## config.mk

```make
export PLATFORM = sky130hd
export DESIGN_NAME = shiftreg_serializer
export DESIGN_NICKNAME = d
export VERILOG_FILES = /design/src/rtl/shiftreg_serializer.sv
export SDC_FILE = /design/constraint.sdc
export NUM_CORES = 1
export LEC_CHECK = 0
export BUFFER_PORTS_ARGS = -buffer_cell sky130_fd_sc_hd__clkbuf_2
export CORE_MARGIN = 5
export CORE_UTILIZATION = 40
export CTS_BUF_LIST = sky130_fd_sc_hd__clkbuf_8
export DETAILED_ROUTE_END_ITERATION = 6
export HOLD_SLACK_MARGIN = 0.05
export PLACE_DENSITY = 0.61
export SLEW_MARGIN = 5
export SYNTH_ARGS = -nofsm -noshare
export SYNTH_HDL_FRONTEND = slang
export SYNTH_SLANG_ARGS = --single-unit
```

## constraint.sdc

```tcl
create_clock -name CLK -period 4.5 [get_ports CLK]
set_input_delay 0.9 -clock CLK [delete_from_list [all_inputs] [get_ports CLK]]
set_output_delay 0.9 -clock CLK [all_outputs]
set_load 0.02 [all_outputs]
```

## src/rtl/shiftreg_serializer.sv

```systemverilog
// ---------------------------------------------------------------------------
// shiftreg_serializer
//
// Parallel-to-serial transmitter feeding a serial shift-register delay line.
// A WIDTH-bit word is taken in through a valid/ready handshake and its bits
// are emitted one per enabled cycle, together with a per-bit write strobe.
// Downstream stall holds the current bit, CLK_GATE freezes everything, and
// a new word can be accepted on the last bit of the current one so that
// back-to-back words stream with no idle cycle in between.
//
// Parameters:
//   WIDTH      word width in bits (2..1024)
//   MSB_FIRST  1 = bit WIDTH-1 leaves first, 0 = bit 0 leaves first
//
// Ports:
//   CLK           in   clock, rising edge
//   RST           in   asynchronous active-high reset
//   CLK_GATE      in   0 freezes all state, strobes and handshakes
//   inData        in   parallel word to transmit (sampled only on accept)
//   inValid       in   inData is valid
//   inReady       out  block accepts inData this cycle
//   serialData    out  current serial bit (delay line writeData)
//   serialEnable  out  bit-valid strobe (delay line writeEnable)
//   serialStall   in   downstream backpressure, holds the current bit
//   busy          out  a word is loaded and not yet fully emitted
//   wordDone      out  registered one-cycle pulse after the last bit
// ---------------------------------------------------------------------------
module shiftreg_serializer #(
   parameter int WIDTH     = 32,
   parameter bit MSB_FIRST = 1'b1
) (
   input  logic             CLK,
   input  logic             RST,
   input  logic             CLK_GATE,
   input  logic [WIDTH-1:0] inData,
   input  logic             inValid,
   output logic             inReady,
   output logic             serialData,
   output logic             serialEnable,
   input  logic             serialStall,
   output logic             busy,
   output logic             wordDone
);

   // The counter holds "bits remaining minus one", so it only ever needs to
   // reach WIDTH-1.
   localparam int CW = (WIDTH > 1) ? $clog2(WIDTH) : 1;
   localparam logic [CW-1:0] LAST_COUNT = CW'(WIDTH - 1);

   typedef enum logic {
      IDLE  = 1'b0,
      SHIFT = 1'b1
   } state_t;

   state_t           r_state;
   logic [WIDTH-1:0] r_sr;
   logic [CW-1:0]    r_count;
   logic             r_wordDone;

   logic             w_bitGo;
   logic             w_lastBit;
   logic             w_fire;
   logic             w_headBit;
   logic [WIDTH-1:0] w_shifted;

   // The emitted end of the shift register and the value it takes after one
   // bit has been consumed depend on bit order; zeros fill the vacated end,
   // so after the last bit the register is already all-zero.
   generate
      if (MSB_FIRST) begin : g_msbFirst
         assign w_headBit = r_sr[WIDTH-1];
         assign w_shifted = {r_sr[WIDTH-2:0], 1'b0};
      end else begin : g_lsbFirst
         assign w_headBit = r_sr[0];
         assign w_shifted = {1'b0, r_sr[WIDTH-1:1]};
      end
   endgenerate

   // A bit leaves only while shifting, with the gate open and no stall.
   // The last bit of a word is the one where the counter has reached zero;
   // that is also the only moment the block can take the next word while
   // still busy, which is what gives gap-free back-to-back streaming.
   assign w_bitGo      = (r_state == SHIFT) & CLK_GATE & ~serialStall;
   assign w_lastBit    = w_bitGo & (r_count == '0);
   assign inReady      = CLK_GATE & ~RST & ((r_state == IDLE) | w_lastBit);
   assign w_fire       = inValid & inReady;
   assign serialEnable = w_bitGo;
   assign serialData   = (r_state == SHIFT) ? w_headBit : 1'b0;
   assign busy         = (r_state == SHIFT);
   assign wordDone     = r_wordDone;

   // Main control: a closed gate freezes every register, including the
   // wordDone pulse, so a pulse produced right before the gate closes stays
   // visible until the next gated edge. A stalled bit simply holds sr and
   // count. On the last bit either the next word is loaded in place or the
   // block drops back to IDLE.
   always_ff @(posedge CLK or posedge RST) begin
      if (RST) begin
         r_state    <= IDLE;
         r_sr       <= '0;
         r_count    <= '0;
         r_wordDone <= 1'b0;
      end else if (CLK_GATE) begin
         r_wordDone <= w_lastBit;
         case (r_state)
            IDLE: begin
               if (w_fire) begin
                  r_sr    <= inData;
                  r_count <= LAST_COUNT;
                  r_state <= SHIFT;
               end
            end
            SHIFT: begin
               if (w_bitGo) begin
                  if (r_count != '0) begin
                     r_sr    <= w_shifted;
                     r_count <= r_count - CW'(1);
                  end else if (w_fire) begin
                     r_sr    <= inData;
                     r_count <= LAST_COUNT;
                  end else begin
                     r_sr    <= w_shifted;
                     r_state <= IDLE;
                  end
               end
            end
            default: begin
               r_state <= IDLE;
            end
         endcase
      end
   end

endmodule
```

Yosys cells after proc, flatten, opt, wreduce, memory -nomap -nowiden

Index checks and enable logic that the tools add are counted.

Reduce and logical (&&, ||, !) cells: 4
$add $sub $neg: 1
Bitwise operators: 10
Muxes and demuxes: 14
Equal/unequal tests: 2

Operators with widths:

| operator                                                            | count |
|---|---|
| 32-bit two-way mux                                                  | 4 |
| 32-bit one-hot mux with 2 select lines                              | 1 |
| 5-bit two-way mux                                                   | 3 |
| 5-bit one-hot mux with 2 select lines                               | 1 |
| 1-bit AND                                                           | 6 |
| 5-bit logical NOT                                                   | 1 |
| 5-bit nonzero test                                                  | 1 |
| 5-bit by 1-bit subtractor with 5-bit output (second input constant) | 1 |
| 1-bit two-way mux                                                   | 4 |
| 1-bit NOT                                                           | 3 |
| 3-bit AND reduction                                                 | 1 |
| 2-bit by 1-bit != test with 1-bit output (second input constant)    | 1 |
| 2-bit != test (second input constant)                               | 1 |
| 1-bit one-hot mux with 2 select lines                               | 1 |
| 2-bit AND reduction                                                 | 1 |
| 1-bit bitwise OR                                                    | 1 |

Input port bits: 37
Register bits: 39
Word-level logic and storage cells: 35
Output and inout bits: 5

Logic depth before layout (Yosys ltp)

Gate-level depths: netlist of the first run.

Depth after elaboration: 10
Mapped depth: 7
Mapped depth without buffers: 5

Worst setup path after synthesis of the first run

No wires, ideal clock.

Path kind: input to output
From: input RST
To: output inReady
Path buffers: 0
Stages: 2
Path slack: 1.466 ns
Data required time: 3.600 ns
Arrival: 2.134 ns
Path through: inv_1 > and3_1

Word-level cells in the longest chain between the ends: 3

Ends and longest elaborated chain:

| element                | line | RTL |
|---|---|---|
| from (decl)            | 33   | `input logic RST,` |
| 1-bit NOT              | 85   | `assign inReady = CLK_GATE & ~RST & ((r_state == IDLE) \| w_lastBit);` |
| 1-bit AND (2 in a row) | 85   |  |
| to (decl)              | 37   | `output logic inReady,` |

Every way passes these cells.

Final worst setup path of the first run

From: register r_count[1]
To: output inReady

Word-level cells in the longest chain between the ends: 4

Ends and longest elaborated chain:

| element                | line | RTL |
|---|---|---|
| from (decl)            | 57   | `logic [CW-1:0] r_count;` |
| from (signal assigned) | 117  | `r_count <= r_count - CW'(1);` |
| 5-bit logical NOT      | 84   | `assign w_lastBit = w_bitGo & (r_count == '0);` |
| 1-bit AND              | 84   |  |
| 1-bit bitwise OR       | 85   |  |
| 1-bit AND              | 85   |  |

Every way passes these cells.

==> impl_metrics.prom, run 1 <==
# TYPE chip_impl_metric gauge
chip_impl_metric{name="yosys_warnings",unit=""} 0
chip_impl_metric{name="yosys.area_share.adder",unit="%"} 0.562
chip_impl_metric{name="postCtsSetupRepairBufs",unit=""} 0
chip_impl_metric{name="port-buffer-count",unit=""} 41
chip_impl_metric{name="placed_area",unit="mm²"} 0.00245
chip_impl_metric{name="synth.ff_latch_count",unit=""} 39
chip_impl_metric{name="grt_overflow_total",unit=""} 0
chip_impl_metric{name="yosys-mux-area-fraction",unit="%"} 0.450
chip_impl_metric{name="grt.met1_usage",unit="%"} 22.6
chip_impl_info{name="worst_setup_path_end_kind",value="primary output"} 1
chip_impl_metric{name="worst_ir_drop_vdd",unit="V"} 0.000178
chip_impl_info{name="crit_path_top_delay_cell",value="sky130_fd_sc_hd__or4b_1"} 1
chip_impl_metric{name="worst_hold_depth",unit=""} 2
chip_impl_info{name="cts_tree",value="yes"} 1
chip_impl_info{name="reg2reg_to",value="r_sr[14]$_DFFE_PP0P_"} 1
chip_impl_metric{name="final-seq-area",unit="µm²"} 976
chip_impl_metric{name="cts_made_buffers",unit=""} 5
chip_impl_metric{name="cts.path.max_buffers",unit=""} 2
chip_impl_metric{name="hold_fails_final_rpt",unit=""} 0
chip_impl_metric{name="drt_pre_antenna_iters",unit=""} 4
chip_impl_metric{name="fin_skew",unit="ns"} 0.00497
chip_impl_info{name="min-delay-path-class",value="register to register"} 1
chip_impl_metric{name="detail_route.iter0.violations",unit=""} 141
chip_impl_metric{name="cts.htree.levels",unit=""} 2
chip_impl_metric{name="gp_routability_congestion",unit=""} 0.774
chip_impl_metric{name="multi_input_comb_area",unit="mm²"} 0.00109
chip_impl_metric{name="routed_via_density",unit=""} 6.17
chip_impl_metric{name="synth.net_count",unit=""} 272
chip_impl_metric{name="yosys.area_share.simple",unit="%"} 11.9
chip_impl_metric{name="dp.final_hpwl",unit="µm"} 3390
chip_impl_metric{name="compound_gate_portion_of_the_synthesized_area",unit="%"} 35.2
chip_impl_info{name="clockRootBuffer",value="sky130_fd_sc_hd__clkbuf_8"} 1
chip_impl_info{name="mostFrequentLayoutCell",value="sky130_fd_sc_hd__clkbuf_2"} 1
chip_impl_metric{name="clkLatencyLatePin",unit="ns"} 0.28
chip_impl_metric{name="pwr_density_cell",unit="mW/mm²"} 459
chip_impl_info{name="rsz_0062_raised_after_global_routing",value="no"} 1
chip_impl_info{name="reg2reg_from",value="r_count[1]$_DFFE_PP0P_"} 1
chip_impl_info{name="grt_busiest_layer",value="met2"} 1
chip_impl_metric{name="synth-xor-area-share",unit="%"} 0
chip_impl_metric{name="via_count_of_the_first_global_routing_pass",unit=""} 2006
chip_impl_info{name="crit_path_start_kind",value="register"} 1
chip_impl_metric{name="mapped_avg_cell_area",unit="µm²"} 9.51
chip_impl_metric{name="clock_transition_time_at_the_flip_flop_clock_pins_of_the_worst_setup_and_hold_paths",unit="ns"} 0.07
chip_impl_metric{name="post_synth_inst_count",unit=""} 234
chip_impl_metric{name="global_route.usage.total",unit="%"} 16.5
chip_impl_metric{name="initial_antenna_violation_count",unit=""} 0
chip_impl_metric{name="critical-path-max-stage-delay",unit="ns"} 0.61
chip_impl_metric{name="finalWorstPathRequiredPeriod",unit="ns"} 3.19
chip_impl_metric{name="wl",unit="µm"} 5820
chip_impl_metric{name="cp.arrival",unit="ns"} 2.29
chip_impl_metric{name="grt_start_max_net_pins",unit=""} 44
chip_impl_metric{name="vias",unit=""} 2024
chip_impl_info{name="layout_common_cells",value="41 x sky130_fd_sc_hd__clkbuf_2, 39 x sky130_fd_sc_hd__dfrtp_1, 32 x sky130_fd_sc_hd__a21oi_1, 32 x sky130_fd_sc_hd__nor3_1"} 1
chip_impl_metric{name="setup_slack",unit="ns"} 1.31
chip_impl_metric{name="final_layout_size_suffix_gt1_share",unit="%"} 22.7
chip_impl_metric{name="route.antenna.remaining_nets",unit=""} 0
chip_impl_metric{name="fin_nets",unit=""} 295
chip_impl_metric{name="timing.final.max_slew_violations",unit=""} 0
chip_impl_metric{name="filler_cell_count",unit=""} 601
chip_impl_metric{name="hold_buffers",unit=""} 0
chip_impl_metric{name="max_slew_margin",unit="%"} 27.7
chip_impl_metric{name="ctsResizeCount",unit=""} 0
chip_impl_metric{name="setup-tns-final",unit="ns"} 0
chip_impl_info{name="worst_hold_path.endpoint",value="wordDone$_DFFE_PP0P_"} 1
chip_impl_metric{name="drc",unit=""} 0
chip_impl_metric{name="wire_per_inst",unit="µm"} 17.7
chip_impl_metric{name="finalCritPeriodShare",unit="%"} 70.9
chip_impl_metric{name="area.growth.synth_to_final",unit="%"} 13.2
chip_impl_info{name="dominant_combinational_cell_family_by_area_after_synthesis",value="compound AO/OA/AOI/OAI gates"} 1
chip_impl_metric{name="reg2reg_slack",unit="ns"} 2.33
chip_impl_metric{name="pin_count",unit=""} 42
chip_impl_metric{name="grt.met3_usage",unit="%"} 2.94
chip_impl_metric{name="clock-sinks",unit=""} 39
chip_impl_metric{name="finalSetupViolations",unit=""} 0
chip_impl_metric{name="cap_viol_max_count",unit=""} 0
chip_impl_metric{name="die_width",unit="µm"} 84.6
chip_impl_info{name="path_cells",value="inv_1, ha_1, or4b_1, o21ai_0, and3_1, clkbuf_2"} 1
chip_impl_metric{name="final_design_area_no_fill",unit="mm²"} 0.00252
chip_impl_info{name="worstHoldStart",value="wordDone$_DFFE_PP0P_"} 1
chip_impl_metric{name="ys_seq_area_share",unit="%"} 43.8
chip_impl_metric{name="floorplan.initialDensity",unit="%"} 40.7
chip_impl_metric{name="placement_rows",unit=""} 27
chip_impl_metric{name="required",unit="ns"} 3.60
chip_impl_metric{name="design.core.area",unit="mm²"} 0.00547
chip_impl_metric{name="antenna-diode-count",unit=""} 0
chip_impl_metric{name="power.total",unit="mW"} 1.16
chip_impl_metric{name="synth_cell_types",unit=""} 33
chip_impl_metric{name="chipHeight",unit="µm"} 84.6
chip_impl_metric{name="die_area",unit="mm²"} 0.00716
chip_impl_info{name="timing_worst_setup_path_type",value="register to primary output"} 1
chip_impl_metric{name="r2r.worst_path.cells",unit=""} 6
chip_impl_metric{name="pre_cts_slack",unit="ns"} 1.46
chip_impl_metric{name="critPathMaxFanout",unit=""} 6
chip_impl_metric{name="timing_worst_slew_pin_value",unit="ns"} 1.08
chip_impl_metric{name="total_leakage_power",unit="nW"} 0.915
chip_impl_metric{name="grt_pass1_wl",unit="µm"} 9800
chip_impl_metric{name="max_freq",unit="MHz"} 313
chip_impl_info{name="outcome",value="finished, final reports clean"} 1
chip_impl_metric{name="netlist_area",unit="mm²"} 0.00223
chip_impl_metric{name="gr-usage-met2",unit="%"} 26.0
==> cell usage after synthesis <==
| library cell | number | area share (%) |
|---|---|---|
| sky130_fd_sc_hd__mux2i_1 | 1 | 0.45 |
| sky130_fd_sc_hd__nor4b_2 | 1 | 0.67 |
| sky130_fd_sc_hd__nand4bb_1 | 1 | 0.51 |
| sky130_fd_sc_hd__ha_1 | 1 | 0.56 |
| sky130_fd_sc_hd__o41ai_1 | 1 | 0.39 |
| sky130_fd_sc_hd__inv_1 | 5 | 0.84 |
| sky130_fd_sc_hd__nand3b_1 | 2 | 0.67 |
| sky130_fd_sc_hd__o31a_1 | 1 | 0.39 |
| sky130_fd_sc_hd__and3_1 | 1 | 0.28 |
| sky130_fd_sc_hd__nor2_1 | 2 | 0.34 |
| sky130_fd_sc_hd__buf_6 | 3 | 1.5 |
| sky130_fd_sc_hd__nand2_1 | 2 | 0.34 |
| sky130_fd_sc_hd__dfrtp_1 | 39 | 44 |
| sky130_fd_sc_hd__a32oi_1 | 1 | 0.39 |
| sky130_fd_sc_hd__a32o_1 | 1 | 0.45 |
| sky130_fd_sc_hd__clkbuf_1 | 21 | 3.5 |
| sky130_fd_sc_hd__and2_1 | 1 | 0.28 |
| sky130_fd_sc_hd__a211oi_1 | 31 | 10 |
| sky130_fd_sc_hd__or4b_1 | 1 | 0.45 |
| sky130_fd_sc_hd__o22ai_1 | 2 | 0.56 |
| sky130_fd_sc_hd__nand2b_1 | 1 | 0.28 |
| sky130_fd_sc_hd__inv_2 | 1 | 0.17 |
| sky130_fd_sc_hd__a21oi_1 | 32 | 7.2 |
| sky130_fd_sc_hd__buf_2 | 9 | 2.0 |
| sky130_fd_sc_hd__a2111oi_0 | 31 | 12 |
| sky130_fd_sc_hd__a221o_1 | 1 | 0.45 |
| sky130_fd_sc_hd__nor3_1 | 32 | 7.2 |
| sky130_fd_sc_hd__and3b_1 | 1 | 0.39 |
| sky130_fd_sc_hd__nor4bb_1 | 1 | 0.45 |
| sky130_fd_sc_hd__o21ai_0 | 3 | 0.67 |
| sky130_fd_sc_hd__o31ai_4 | 1 | 0.96 |
| sky130_fd_sc_hd__o31ai_1 | 2 | 0.67 |
| sky130_fd_sc_hd__o311ai_0 | 1 | 0.39 |
==> worst max-delay path by stage <==
stage                           start            to
5_1_grt        r_count[1]$_DFFE_PP0P_       inReady
3_3_place_gp                 CLK_GATE  serialEnable
4_1_cts        r_count[1]$_DFFE_PP0P_       inReady
6_report       r_count[1]$_DFFE_PP0P_       inReady
2_1_floorplan                     RST       inReady
3_5_place_dp                 CLK_GATE  serialEnable
==> kinds of logic (layout without fill, tap and decap cells) <==
family	count (synthesis)	count (layout)
adder cells (fa/ha/maj)	1	1
flip-flops	39	39
AND/OR/NAND/NOR	46	46
multiplexers	1	1
buffers and inverters	39	61
AO/OA/AOI/OAI	108	108
==> layout make-up <==
type,instances,area share (%)
well taps,72,3.57
inverters,6,0.894
repair buffers,49,10.5
clock inverters,1,0.149
flip-flops and latches,39,38.7
clock buffers,5,2.73
multi-input cells,156,43.4
==> report_power, final <==
group | internal [mW] | switching [mW]
sequential | 0.486 | 0.101
combinational | 0.157 | 0.196
clock | 0.101 | 0.116
==> through the flow <==
step	hold WS [ns]	utilization (%)	cells
final	0.529	46.0	328
after global routing	0.553	46.0	328
after CTS	0.532	46.0	328
after detailed placement	0.508	44.7	322
after global placement	0.513	44.7	322
after floorplan	0.463	-	234
==> flip-flops by register name, indices dropped and copies added, names as in the netlist <==
signal	count
busy	1
r_count	5
r_sr	32
wordDone	1
==> metal layers <==
| layer | up-vias | routed length [µm] |
|---|---|---|
| li1 | 988 | - |
| met1 | 983 | 2740 |
| met2 | 47 | 2790 |
| met3 | 6 | 211 |
| met4 | 0 | 72 |
| met5 | - | 0 |
==> critical path, delay by kind of cell, from the launching register on <==
kind,cells,cell delay (ns)
fa+ha+maj,1,0.20
simple gates,2,0.81
flops,1,0.40
buf+inv,2,0.25
compound gates,1,0.34
(Power assumes the default switching activity.)
==> run 2: changes to the inputs <==
clock period = 3 ns   (was 4.5 ns; I/O delays follow)
==> run 2 against run 1 <==
First-iteration DRC count rose by 7.8%. Setup slack got worse by 1.1 ns. Sequential power rose by 50%. Utilization rose by 0.23 points. Clock power rose by 62%. Sequential share of layout area fell by 0.19 points. Clock-buffer cell count did not move. Critical path depth did not move. Critical path type unchanged. Die area did not move.
==> impl_metrics.prom, run 2 (synthesis gave the netlist of run 1 again) <==
# TYPE chip_impl_metric gauge
chip_impl_info{name="outcome",value="finished, final reports clean"} 1
chip_impl_metric{name="wl",unit="µm"} 5760
chip_impl_metric{name="cts.path.max_buffers",unit=""} 2
chip_impl_metric{name="pwr_density_cell",unit="mW/mm²"} 695
chip_impl_metric{name="finalSetupViolations",unit=""} 0
chip_impl_metric{name="finalCritPeriodShare",unit="%"} 93.5
chip_impl_metric{name="r2r.worst_path.cells",unit=""} 6
chip_impl_metric{name="port-buffer-count",unit=""} 41
chip_impl_info{name="timing_worst_setup_path_type",value="register to primary output"} 1
chip_impl_metric{name="via_count_of_the_first_global_routing_pass",unit=""} 2030
chip_impl_metric{name="total_leakage_power",unit="nW"} 0.920
chip_impl_info{name="worst_setup_path_startpoint",value="r_count[0]$_DFFE_PP0P_"} 1
chip_impl_metric{name="gp_routability_congestion",unit=""} 0.864
chip_impl_metric{name="die_width",unit="µm"} 84.6
chip_impl_metric{name="antenna-diode-count",unit=""} 0
chip_impl_metric{name="grt_pass1_wl",unit="µm"} 9630
chip_impl_metric{name="fin_nets",unit=""} 295
chip_impl_info{name="cts_tree",value="yes"} 1
chip_impl_info{name="path_cells",value="inv_1, ha_1, or4b_1, o21ai_1, and3_1, clkbuf_2"} 1
chip_impl_metric{name="max_freq",unit="MHz"} 356
chip_impl_metric{name="initial_antenna_violation_count",unit=""} 0
chip_impl_metric{name="cts.htree.levels",unit=""} 2
chip_impl_metric{name="placed_cells",unit=""} 322
chip_impl_metric{name="clkLatencyLatePin",unit="ns"} 0.29
chip_impl_info{name="mostFrequentLayoutCell",value="sky130_fd_sc_hd__clkbuf_2"} 1
chip_impl_metric{name="grt_overflow_total",unit=""} 0
chip_impl_info{name="clockRootBuffer",value="sky130_fd_sc_hd__clkbuf_8"} 1
chip_impl_info{name="min-delay-path-class",value="input pin to asynchronous set/reset pin"} 1
chip_impl_metric{name="reg2reg_slack",unit="ns"} 0.85
chip_impl_metric{name="clock_transition_time_at_the_flip_flop_clock_pins_of_the_worst_setup_and_hold_paths",unit="ns"} 0.09
chip_impl_info{name="worst_setup_path_end_kind",value="primary output"} 1
chip_impl_metric{name="timing.final.max_slew_violations",unit=""} 0
chip_impl_info{name="reg2reg_from",value="r_count[0]$_DFFE_PP0P_"} 1
chip_impl_metric{name="hold_buffers",unit=""} 0
chip_impl_metric{name="max_slew_margin",unit="%"} 44.3
chip_impl_metric{name="vias",unit=""} 2029
chip_impl_metric{name="largest_register_ffs",unit=""} 32
chip_impl_metric{name="critPathMaxFanout",unit=""} 6
chip_impl_info{name="largest_registers_ranked_by_flip_flop_count",value="r_sr x32, r_count x5"} 1
chip_impl_metric{name="routed_via_density",unit=""} 6.15
chip_impl_metric{name="drt_pre_antenna_iters",unit=""} 4
chip_impl_metric{name="power_frac_comb",unit="%"} 30.2
chip_impl_metric{name="clockPowerShare",unit="%"} 19.9
chip_impl_metric{name="clock-sinks",unit=""} 39
chip_impl_metric{name="power_switching_share",unit="%"} 36.2
chip_impl_metric{name="setup-tns-final",unit="ns"} 0
chip_impl_metric{name="critical-path-max-stage-delay",unit="ns"} 0.60
chip_impl_metric{name="detail_route.iter0.violations",unit=""} 152
chip_impl_metric{name="floorplan.initialDensity",unit="%"} 40.7
chip_impl_metric{name="design.core.area",unit="mm²"} 0.00547
chip_impl_info{name="layout_common_cells",value="41 x sky130_fd_sc_hd__clkbuf_2, 39 x sky130_fd_sc_hd__dfrtp_1, 32 x sky130_fd_sc_hd__a21oi_1, 32 x sky130_fd_sc_hd__nor3_1"} 1
chip_impl_metric{name="pin_count",unit=""} 42
chip_impl_metric{name="power.total",unit="mW"} 1.76
chip_impl_info{name="reg2reg_to",value="r_sr[21]$_DFFE_PP0P_"} 1
chip_impl_metric{name="die_area",unit="mm²"} 0.00716
chip_impl_metric{name="final_layout_size_suffix_gt1_share",unit="%"} 23.3
chip_impl_metric{name="area.growth.synth_to_final",unit="%"} 13.8
chip_impl_metric{name="route.antenna.remaining_nets",unit=""} 0
chip_impl_metric{name="dp.final_hpwl",unit="µm"} 3290
chip_impl_metric{name="hold_fails_final_rpt",unit=""} 0
chip_impl_metric{name="global_route.usage.total",unit="%"} 16.2
chip_impl_metric{name="placement_rows",unit=""} 27
chip_impl_info{name="registers.top_by_ff_count",value="r_sr"} 1
chip_impl_metric{name="worst_ir_drop_vdd",unit="V"} 0.000252
chip_impl_info{name="crit_path_top_delay_cell",value="sky130_fd_sc_hd__or4b_1"} 1
chip_impl_info{name="critPathCapture",value="inReady"} 1
chip_impl_metric{name="internal_power",unit="mW"} 1.12
chip_impl_metric{name="placed_area",unit="mm²"} 0.00245
chip_impl_metric{name="wire_per_inst",unit="µm"} 17.5
chip_impl_metric{name="final_design_area_no_fill",unit="mm²"} 0.00253
chip_impl_metric{name="chipHeight",unit="µm"} 84.6
chip_impl_metric{name="required",unit="ns"} 2.40
chip_impl_metric{name="cts_made_buffers",unit=""} 5
chip_impl_metric{name="switchingPower",unit="mW"} 0.638
chip_impl_metric{name="cp.arrival",unit="ns"} 2.21
chip_impl_metric{name="finish.cell_count_without_fillers",unit=""} 330
chip_impl_info{name="crit_path_start_kind",value="register"} 1
chip_impl_metric{name="finalWorstPathRequiredPeriod",unit="ns"} 2.81
chip_impl_info{name="rsz_0062_raised_after_global_routing",value="no"} 1
chip_impl_metric{name="cap_viol_max_count",unit=""} 0
chip_impl_metric{name="power.share.sequential",unit="%"} 49.9
chip_impl_metric{name="drc",unit=""} 0
chip_impl_metric{name="timing_worst_slew_pin_value",unit="ns"} 0.835
chip_impl_metric{name="fin_skew",unit="ns"} 0.0103
chip_impl_metric{name="grt_start_max_net_pins",unit=""} 71
==> run 2: routing by layer <==
| layer | part of all wire, % | up-vias | GRT usage, % |
|---|---|---|---|
| li1 | - | 987 | - |
| met1 | 48 | 996 | 21.6 |
| met4 | 1.5 | 0 | 6.33 |
| met5 | 0 | - | 0 |
| met2 | 48 | 37 | 26.0 |
| met3 | 3.2 | 9 | 2.65 |
==> run 2: power groups by stage <==
stage / clock network [mW] / registers [mW] / logic [mW]
2_1_floorplan: 0 / 0.838 / 0.427
3_3_place_gp: 0 / 0.875 / 0.527
3_5_place_dp: 0 / 0.885 / 0.533
4_1_cts: 0.364 / 0.874 / 0.536
5_1_grt: 0.388 / 0.898 / 0.599
6_report: 0.351 / 0.878 / 0.532
==> run 2: repair_timing <==
item,4_1_cts,5_1_grt
setup endpoints to repair,0,1
setup buffers,0,0
gates resized for setup,0,1
==> run 2: final cells by class <==
class / instances / area [µm²]
fill: 565 / 2940
multi-input combinational: 156 / 1090
sequential: 39 / 976
timing repair buffer: 49 / 265
tap: 72 / 90.1
clock buffer: 5 / 68.8
inverter: 6 / 22.5
clock inverter: 3 / 16.3
==> run 2: worst min path at each step <==
stage / end / start / depth (start not counted)
after CTS: r_sr[7]$_DFFE_PP0P_ / RST / 3
after detailed placement: r_sr[0]$_DFFE_PP0P_ / r_sr[0]$_DFFE_PP0P_ / 1
after global placement: r_sr[0]$_DFFE_PP0P_ / r_sr[0]$_DFFE_PP0P_ / 1
after floorplan: r_sr[0]$_DFFE_PP0P_ / r_sr[0]$_DFFE_PP0P_ / 1
after global routing: r_sr[0]$_DFFE_PP0P_ / r_sr[0]$_DFFE_PP0P_ / 1
final: r_sr[7]$_DFFE_PP0P_ / RST / 3
==> run 2: metrics by stage <==
step / hold WS (ns) / setup slack (ns) / utilization, %
6_report: 0.488 / 0.194 / 46.3
5_1_grt: 0.540 / 0.0700 / 46.3
4_1_cts: 0.507 / 0.104 / 46.3
3_5_place_dp: 0.511 / 0.440 / 44.7
3_3_place_gp: 0.511 / 0.455 / 44.7
2_1_floorplan: 0.463 / 0.566 / -
==> run 2: critical path, delay by kind of cell (launching register included) <==
kind / cells / cell delay (ns)
buffers and inverters: 2 / 0.23
AOI/OAI and AO/OA: 1 / 0.28
adders and majority gates: 1 / 0.20
and+or+nand+nor: 2 / 0.79
DFF: 1 / 0.41
